## config.mk

```make
export PLATFORM = sky130hd
export DESIGN_NAME = pulse_frame_arbiter
export DESIGN_NICKNAME = d
export VERILOG_FILES = /design/src/rtl/pulse_pkg.sv /design/src/rtl/rr_pick.sv /design/src/rtl/pulse_frame_arbiter.sv
export SDC_FILE = /design/constraint.sdc
export NUM_CORES = 1
export LEC_CHECK = 0
export ABC_AREA = 1
export CAP_MARGIN = 5
export CORE_ASPECT_RATIO = 1.4
export CORE_UTILIZATION = 45
export DETAILED_ROUTE_END_ITERATION = 6
export PLACE_DENSITY_LB_ADDON = 0.1
export SKIP_LAST_GASP = 1
export SLEW_MARGIN = 25
export SYNTH_ARGS = -nofsm -noshare
export SYNTH_HDL_FRONTEND = slang
export SYNTH_HIERARCHICAL = 1
export SYNTH_SLANG_ARGS = --single-unit
```

## constraint.sdc

```tcl
create_clock -name clk -period 5.9 [get_ports clk]
set_input_delay 0.885 -clock clk [delete_from_list [all_inputs] [get_ports clk]]
set_output_delay 0.885 -clock clk [all_outputs]
set_load 0.02 [all_outputs]
```

## src/rtl/pulse_pkg.sv

```systemverilog
// Shared definitions for the pulse engine front-end: button codes, frame lengths,
// arbiter state encoding and code classification helpers.
package pulse_pkg;

    localparam logic [2:0] CODE_B1   = 3'b001;
    localparam logic [2:0] CODE_B3B1 = 3'b101;
    localparam logic [2:0] CODE_B2   = 3'b010;
    localparam logic [2:0] CODE_B3B2 = 3'b110;

    localparam int unsigned FRAME_SHORT = 4;
    localparam int unsigned FRAME_LONG  = 8;

    typedef enum logic {StIdle, StRun} state_e;

    function automatic logic code_valid(input logic [2:0] c);
        return (c == CODE_B1) || (c == CODE_B3B1) || (c == CODE_B2) || (c == CODE_B3B2);
    endfunction

    // Last count value of a frame; bit1 of a valid code selects the long frame.
    function automatic logic [2:0] frame_last(input logic is_long);
        return is_long ? 3'(FRAME_LONG - 1) : 3'(FRAME_SHORT - 1);
    endfunction

endpackage

```

## src/rtl/rr_pick.sv

```systemverilog
// Combinational round-robin pick: first asserted request at or after the pointer,
// wrapping modulo N_REQ.
module rr_pick #(
    parameter int unsigned N_REQ = 4,
    parameter int unsigned PW    = (N_REQ > 1) ? $clog2(N_REQ) : 1
) (
    input  logic [N_REQ-1:0] req_i,
    input  logic [PW-1:0]    ptr_i,
    output logic [N_REQ-1:0] gnt_o,
    output logic [PW-1:0]    idx_o,
    output logic             any_o
);

    localparam logic [PW:0] NumReq = (PW + 1)'(N_REQ);

    logic [PW:0]   sum;
    logic [PW-1:0] pos;

    always_comb begin
        gnt_o = '0;
        idx_o = '0;
        any_o = 1'b0;
        sum   = '0;
        pos   = '0;
        for (int unsigned k = 0; k < N_REQ; k++) begin
            sum = {1'b0, ptr_i} + (PW + 1)'(k);
            if (sum >= NumReq) begin
                sum = sum - NumReq;
            end
            pos = sum[PW-1:0];
            if (!any_o && req_i[pos]) begin
                any_o      = 1'b1;
                idx_o      = pos;
                gnt_o[pos] = 1'b1;
            end
        end
    end

endmodule

```

## src/rtl/pulse_frame_arbiter.sv

```systemverilog
// Round-robin arbiter that lends the shared pulse engine's code input to one requester
// for exactly one engine frame, then acknowledges it.
module pulse_frame_arbiter
    import pulse_pkg::*;
#(
    parameter int unsigned N_REQ = 4
) (
    input  logic               clk,
    input  logic               rst,
    input  logic [N_REQ-1:0]   req,
    input  logic [3*N_REQ-1:0] code,
    output logic [2:0]         b_out,
    output logic [N_REQ-1:0]   grant,
    output logic [N_REQ-1:0]   ack,
    output logic               err,
    output logic               busy,
    output logic               frame_long
);

    localparam int unsigned PW = (N_REQ > 1) ? $clog2(N_REQ) : 1;

    state_e           state_q, state_d;
    logic [PW-1:0]    ptr_q, ptr_d;
    logic [2:0]       cnt_q, cnt_d;
    logic [2:0]       b_out_q, b_out_d;
    logic [N_REQ-1:0] grant_q, grant_d;
    logic [N_REQ-1:0] ack_q, ack_d;
    logic             err_q, err_d;
    logic             frame_long_q, frame_long_d;

    logic [N_REQ-1:0] win_oh;
    logic [PW-1:0]    win_idx;
    logic             win_any;
    logic [2:0]       win_code;
    logic [PW-1:0]    ptr_next;
    logic [2:0]       last;

    rr_pick #(
        .N_REQ (N_REQ),
        .PW    (PW)
    ) u_rr_pick (
        .req_i (req),
        .ptr_i (ptr_q),
        .gnt_o (win_oh),
        .idx_o (win_idx),
        .any_o (win_any)
    );

    always_comb begin
        win_code = '0;
        for (int unsigned i = 0; i < N_REQ; i++) begin
            if (win_oh[i]) begin
                win_code = code[3*i +: 3];
            end
        end
    end

    assign ptr_next = (win_idx == PW'(N_REQ - 1)) ? '0 : win_idx + PW'(1);
    assign last     = frame_last(frame_long_q);

    always_comb begin
        state_d      = state_q;
        ptr_d        = ptr_q;
        cnt_d        = cnt_q;
        b_out_d      = b_out_q;
        grant_d      = grant_q;
        frame_long_d = frame_long_q;
        ack_d        = '0;
        err_d        = 1'b0;
        unique case (state_q)
            StIdle: begin
                if (win_any) begin
                    ptr_d = ptr_next;
                    if (code_valid(win_code)) begin
                        state_d      = StRun;
                        b_out_d      = win_code;
                        grant_d      = win_oh;
                        frame_long_d = win_code[1];
                        cnt_d        = '0;
                    end else begin
                        ack_d = win_oh;
                        err_d = 1'b1;
                    end
                end
            end
            StRun: begin
                cnt_d = cnt_q + 3'd1;
                // ack is registered, so raise it one count early to land on the last count
                if (cnt_q == last - 3'd1) begin
                    ack_d = grant_q;
                end
                if (cnt_q == last) begin
                    state_d      = StIdle;
                    cnt_d        = '0;
                    b_out_d      = '0;
                    grant_d      = '0;
                    frame_long_d = 1'b0;
                end
            end
        endcase
    end

    always_ff @(posedge clk) begin
        if (rst) begin
            state_q      <= StIdle;
            ptr_q        <= '0;
            cnt_q        <= '0;
            b_out_q      <= '0;
            grant_q      <= '0;
            ack_q        <= '0;
            err_q        <= 1'b0;
            frame_long_q <= 1'b0;
        end else begin
            state_q      <= state_d;
            ptr_q        <= ptr_d;
            cnt_q        <= cnt_d;
            b_out_q      <= b_out_d;
            grant_q      <= grant_d;
            ack_q        <= ack_d;
            err_q        <= err_d;
            frame_long_q <= frame_long_d;
        end
    end

    assign b_out      = b_out_q;
    assign grant      = grant_q;
    assign ack        = ack_q;
    assign err        = err_q;
    assign busy       = (state_q == StRun);
    assign frame_long = frame_long_q;

endmodule
```

After elaboration in Yosys (flattened, before gate mapping)

Cells that the tools add are included.

Register bits: 19
Bits of input ports: 18
Output and inout port bits: 14
Word-level logic and storage cells: 125

Add/sub/neg operators: 10
Magnitude comparators: 12
Equal/unequal tests: 10
Mux-type cells: 63
Bitwise logic cells: 5
Reductions and logical operators: 17

Operator list:

| cell                  | number |
|---|---|
| $mux W4               | 10 |
| $mux W3               | 11 |
| $mux W1               | 19 |
| $mux W2               | 9 |
| $pmux W4 S2           | 2 |
| $lt A2 B3 Y1 const B  | 4 |
| $or A4 B4 Y4          | 3 |
| $pmux W3 S2           | 2 |
| $ge A3 B3 Y1 const B  | 3 |
| $bmux W1 S2           | 4 |
| $demux W1 S2          | 4 |
| $ge A2 B1 Y1 const B  | 4 |
| $sub A2 B1 Y2 const B | 4 |
| $logic_and A1 B1 Y1   | 7 |
| $add A2 B2 Y3 const B | 2 |
| $eq A3 B3 Y1          | 2 |
| $eq A3 B3 Y1 const B  | 2 |
| $ne A2 B1 Y1 const B  | 2 |
| $pmux W1 S2           | 2 |
| $reduce_and A2 Y1     | 2 |
| $add A2 B1 Y3 const B | 1 |
| $add A3 B1 Y3 const B | 1 |
| $eq A3 B1 Y1 const B  | 1 |
| $eq A3 B2 Y1 const B  | 1 |
| 10 further kinds      | 15 |

Depth between registers and ports, before layout

Depth after elaboration: 25
Depth in mapped cells: 22
Depth with buffers taken out: 21

By module

The synthesis kept the hierarchy.

Modules (own cells, without submodules):

| module              | times used | cells each | area each (sq um) | seq. area each (sq um) |
|---|---|---|---|---|
| pulse_frame_arbiter | 1          | 127        | 923.4             | 360.3 |
| rr_pick             | 1          | 74         | 440.4             | 0.0 |

Worst setup path before layout

Ideal clock, no wire load.

Kind: input-to-reg
Start point: input port req[3]
End point: register b_out_q[0] (netlist: b_out[0])
Library setup time: 0.135 ns
Arrival: 2.501 ns
Required time: 5.765 ns
Path slack: 3.264 ns
Stages: 16
Path buffers: 0
Cell sequence: inv_1 > nand2_1 > nand3_4 > nand2_4 > nor2_1 > a21oi_1 > nand3_1 > inv_2 > nand2_1 > nand3_2 > a21oi_2 > nand2_1 > nand3_1 > nand3_2 > nand2_1 > a21oi_2

Elaborated cells on any way between the ends: 42
Classes of those cells: eq/ne (6); mux (23); bitwise (3); reduce/logical (10)

RTL lines:

| element                                      | line                       | text |
|---|---|---|
| start, declared                              | pulse_frame_arbiter.sv:10  | `input logic [N_REQ-1:0] req,` |
| $bmux W1 S2                                  | rr_pick.sv:31              | `if (!any_o && req_i[pos]) begin` |
| $mux W1 (implied by the code)                | rr_pick.sv:31              |  |
| $mux W1                                      | rr_pick.sv:31              |  |
| $logic_not A1 Y1                             | rr_pick.sv:31              |  |
| $logic_and A1 B1 Y1                          | rr_pick.sv:31              |  |
| $mux W1                                      | rr_pick.sv:31              |  |
| $logic_not A1 Y1                             | rr_pick.sv:31              |  |
| $logic_and A1 B1 Y1                          | rr_pick.sv:31              |  |
| [2 not listed]                               | n/a                        |  |
| $logic_and A1 B1 Y1                          | rr_pick.sv:31              |  |
| $mux W4 (*)                                  | rr_pick.sv:31              |  |
| via win_oh[1]                                | pulse_frame_arbiter.sv:31  | `logic [N_REQ-1:0] win_oh;` |
| $mux W3 (*) (3 in series)                    | pulse_frame_arbiter.sv:52  | `if (win_oh[i]) begin` |
| $eq A3 B1 Y1 or $eq A3 B3 Y1 (tied branches) | pulse_pkg.sv:16            | `return (c == CODE_B1) \|\| (c == CODE_B3B1) \|\| (c == CODE_B2) \|\| (c == CODE_B3B2);` |
| $logic_or A1 B1 Y1 (3 in series)             | pulse_pkg.sv:16            |  |
| $ne A2 B2 Y1 (no source line)                | n/a                        |  |
| $reduce_and A3 Y1 (no source line)           | n/a                        |  |
| end signal, assigned                         | pulse_frame_arbiter.sv:117 | `b_out_q <= b_out_d;` |
| end, declared                                | pulse_frame_arbiter.sv:25  | `logic [2:0] b_out_q, b_out_d;` |

The timed path passes the listed nets; every way through them passes the cells marked *. The select of a mux whose other input is x is not followed.
A chain may end at the register's enable or synchronous reset.

Worst setup path after layout

Start point: input port req[3]
End point: register b_out_q[2] (netlist: b_out[2])

Same word-level chain as after synthesis.

==> results <==
- The cell row count is 23.
- The count of buffers added on input and output ports is 31.
- The floorplan step defined a die boundary enclosing 3258 µm².
- The die span in y is 67.14 µm.
- The slew at the pin closest to its max-slew limit is 0.5334 ns.
- The mean cell area of the mapped netlist is 6.785 µm².
- The flow ran to the end, and the final reports show no timing, DRC or antenna violations.
- The signal on the critical path passes through clkdlybuf4s50_1 -> inv_1 -> nand2_1 -> nand3_4 -> nand2_4 -> nor2_1 -> a21oi_1 -> nand3_1 -> inv_2 -> nand2_1 -> nand3_2 -> a21oi_2 -> nand2_1 -> nand3_1 -> nand3_2 -> nand2_1 -> a21oi_1.
- The final setup violation count is 0.
- The class of the most critical setup path is in2reg.
- The routed wire length per instance is 13.03 µm.
- The distinct cell type count after synthesis is 27.
- The most numerous cell on the critical path is sky130_fd_sc_hd__nand2_1.
- The clock latency on the worst-skew pair is 0.25 ns.
- The sequential share of the synthesized area is 26.42%.
- In the finished design, the share of the clock period the worst path needs comes to 55.40%.
- The number of fillers in the final layout is 265.
- In this run the number of H-tree levels came out at 1.
- Yosys mapped a number of flops with a built-in enable equal to 0.
- The worst path in the final design needs a cycle of 3.268 ns, including I/O delays and setup.
- The CTS buffer count is 3.
- The clock-pin slew on the worst setup and hold paths is 0.07 ns.
- The worst setup path is captured at a register.
- The leakage power of the design is 0.7844 nW.
- The prevailing post-synth register cell is sky130_fd_sc_hd__dfxtp_1.
- In this run, post-CTS repair resized a total of 0 instances.
- The synthesized netlist occupies a cell area of 1364 µm².
- For the worst setup path, the data arrival time is 3.39 ns.
- The via count of the first global-routing pass is 1406.
- The half-perimeter wire length of the detailed placement result is 2824 µm.
- During I/O placement, the number of pins put on the boundary was 32.
- The mean number of vias per cell is 5.500.
- The tree is rooted in a sky130_fd_sc_hd__clkbuf_8.
- The count of buffers added by post-CTS timing repair for setup is 0.
- Entering global routing, the biggest net connects 14 pins.
- After the first detailed-routing iteration, the DRC count stood at 53.
- The slowest stage of the critical path belongs to the cell sky130_fd_sc_hd__clkdlybuf4s50_1.
- The global-route wire length before repair is 5878 µm.
- The final RePlAce weighted congestion is 0.8363.
- The number of antenna diodes is 0.
- The first detailed-routing pass took 4 iterations.
- The synthesized design contains 18 register bits.
- Synthesis produced a netlist whose cell count is 201.
- Excluding fillers, the count of instances in the completed layout stands at 270.
- The fraction of final layout cells with drive strength greater than 1 is 13.30%.
- IR analysis of the VDD net gives a maximum drop of 346.7 µV.
- Setup repair after global routing left no endpoint under its margin.
- STA puts the critical path data required time at 6.02 ns.
- The clock passes through at most 2 buffers.
- The largest driver fanout on the critical path is 7.
- The power per unit of standard cell area is 669.2 nW/µm².
- The relative slew slack is 64.33%.
- The net total in the final layout is 260.
- STA classifies the critical path startpoint as an input port.
- The core region is 2878 µm².
- After global routing the overflow that remains totals 0.
- The maximum frequency from static timing analysis is 306.0 MHz.
- In the global route stage, overall resource usage came out at 23.11%.
- The clock tree skew after final layout is 0.004373 ns.
- Yosys printed 6 warnings.
- The horizontal die dimension is 48.53 µm.
- The final wirelength is 3517 µm.
- The total nets after synthesis is 227.
- The maximum cell stage delay along the critical path is 0.43 ns.
- The area growth from synthesis to layout is 28.53%.
- Max-cap violations in this run came to 0.
- The number of buffers inserted by hold repair at cts is 0.
- The clock tree from TritonCTS is done.
- In this run the worst hold path is classified as reg2reg.
- Clock tree synthesis found a total of 18 sinks.
- The number of nets with antenna violations after routing is 0.
- In this run, placement finished with an instance count of 266.
- The count of pins over their slew limit came to 0.
- The starting utilization of the core area is 47.39%.
- In the routed design, unresolved DRC markers number 0.
- The number of antenna violations at the first check in global routing was 0.
- The total via count in the routed design is 1485.
- After routing, the total negative slack on setup checks comes to 0 ns.
- Of all flip-flops after synthesis, the portion carrying an async set or reset was 0%.
- The hold violation total from the final report is 0.
==> path summary, 6_finish.rpt <==
check,from,endpoint,slack (ns),depth (start not counted)
setup / recovery,req[3],b_out[2]$_SDFFE_PP0P_,2.63,17
hold / removal,b_out[0]$_SDFFE_PP0P_,b_out[0]$_SDFFE_PP0P_,0.48,2
setup reg to reg,ptr_q[0]$_SDFFE_PP0P_,b_out[2]$_SDFFE_PP0P_,2.64,17
hold reg to reg,b_out[0]$_SDFFE_PP0P_,b_out[0]$_SDFFE_PP0P_,0.48,2
==> critical path: cells and delay by family <==
family / cells / cell delay, ns
AND/OR/NAND/NOR: 11 / 1.55
buffers and inverters: 3 / 0.58
AO/OA/AOI/OAI: 3 / 0.37
==> per-stage QoR <==
stage	hold slack (ns)	setup slack (ns)	power (mW)	util, %	instance area, µm²
2_1_floorplan	0.4768	3.264	0.8587	-	1364
3_3_place_gp	0.4574	2.571	1.038	59.00	1698
3_5_place_dp	0.4613	2.400	1.062	59.00	1698
4_1_cts	0.4752	2.636	1.166	60.91	1753
5_1_grt	0.5068	2.260	1.282	60.91	1753
6_report	0.4771	2.632	1.173	60.91	1753
==> metal layers <==
metal,wire length [µm],part of all wire (%),global-route usage [%],vias to the layer above
met5,0,0,0,-
met4,84,2.4,11.76,0
met3,119,3.4,2.252,13
met2,1985,56,49.47,51
met1,1328,38,21.42,688
li1,-,-,-,733
==> power breakdown <==
| group | switching, mW | leakage [nW] | internal (mW) |
|---|---|---|---|
| clock network | 0.0400 | 0.0288 | 0.0592 |
| registers | 0.0396 | 0.147 | 0.164 |
| logic | 0.573 | 0.608 | 0.297 |
==> cell families after synthesis <==
family                   share of synthesized area [%]
XOR/XNOR                                        0.6423
AO/OA/AOI/OAI                                    17.25
adder cells (fa/ha/maj)                          7.340
buffers and inverters                            10.18
AND/OR/NAND/NOR                                  38.17
flip-flops                                       26.42
==> area by class of cell <==
class / count / area, µm² / area share [%]
clock buffers: 4 / 55.05 / 3.141
inverters: 31 / 116.4 / 6.638
multi-input cells: 149 / 864.6 / 49.32
repair buffers: 31 / 310.3 / 17.70
flip-flops and latches: 18 / 360.3 / 20.56
well taps: 37 / 46.29 / 2.641
==> registers in the layout, summed over array words and instances, names as in the netlist <==
register / count
cnt_q: 3
grant: 4
b_out: 3
busy: 1
err: 1
ack: 4
ptr_q: 2
==> synthesized netlist by cell type, drive strengths merged, types with 2 or more instances <==
cell | count | area (µm²)
nor2 | 10 | 61.31
o21ai | 8 | 40.03
nand4 | 8 | 50.05
dfxtp | 18 | 360.4
nand3 | 28 | 167.7
ha | 8 | 100.1
a21oi | 22 | 128.9
buf | 2 | 18.77
nand2 | 54 | 235.2
inv | 31 | 116.4
a21boi | 4 | 30.03
o22ai | 3 | 18.77
==> cell usage in the layout, fill, tap and decap left out, types with 7 or more instances in the layout <==
master and n:
sky130_fd_sc_hd__a21oi_1 17, sky130_fd_sc_hd__clkdlybuf4s50_1 31, sky130_fd_sc_hd__dfxtp_1 18, sky130_fd_sc_hd__ha_1 8, sky130_fd_sc_hd__inv_1 27, sky130_fd_sc_hd__nand2_1 43
sky130_fd_sc_hd__nand2_2 10, sky130_fd_sc_hd__nand3_1 24, sky130_fd_sc_hd__nand4_1 8, sky130_fd_sc_hd__nor2_1 8, sky130_fd_sc_hd__o21ai_0 7
Note: power is estimated with default switching activity, not from simulation.
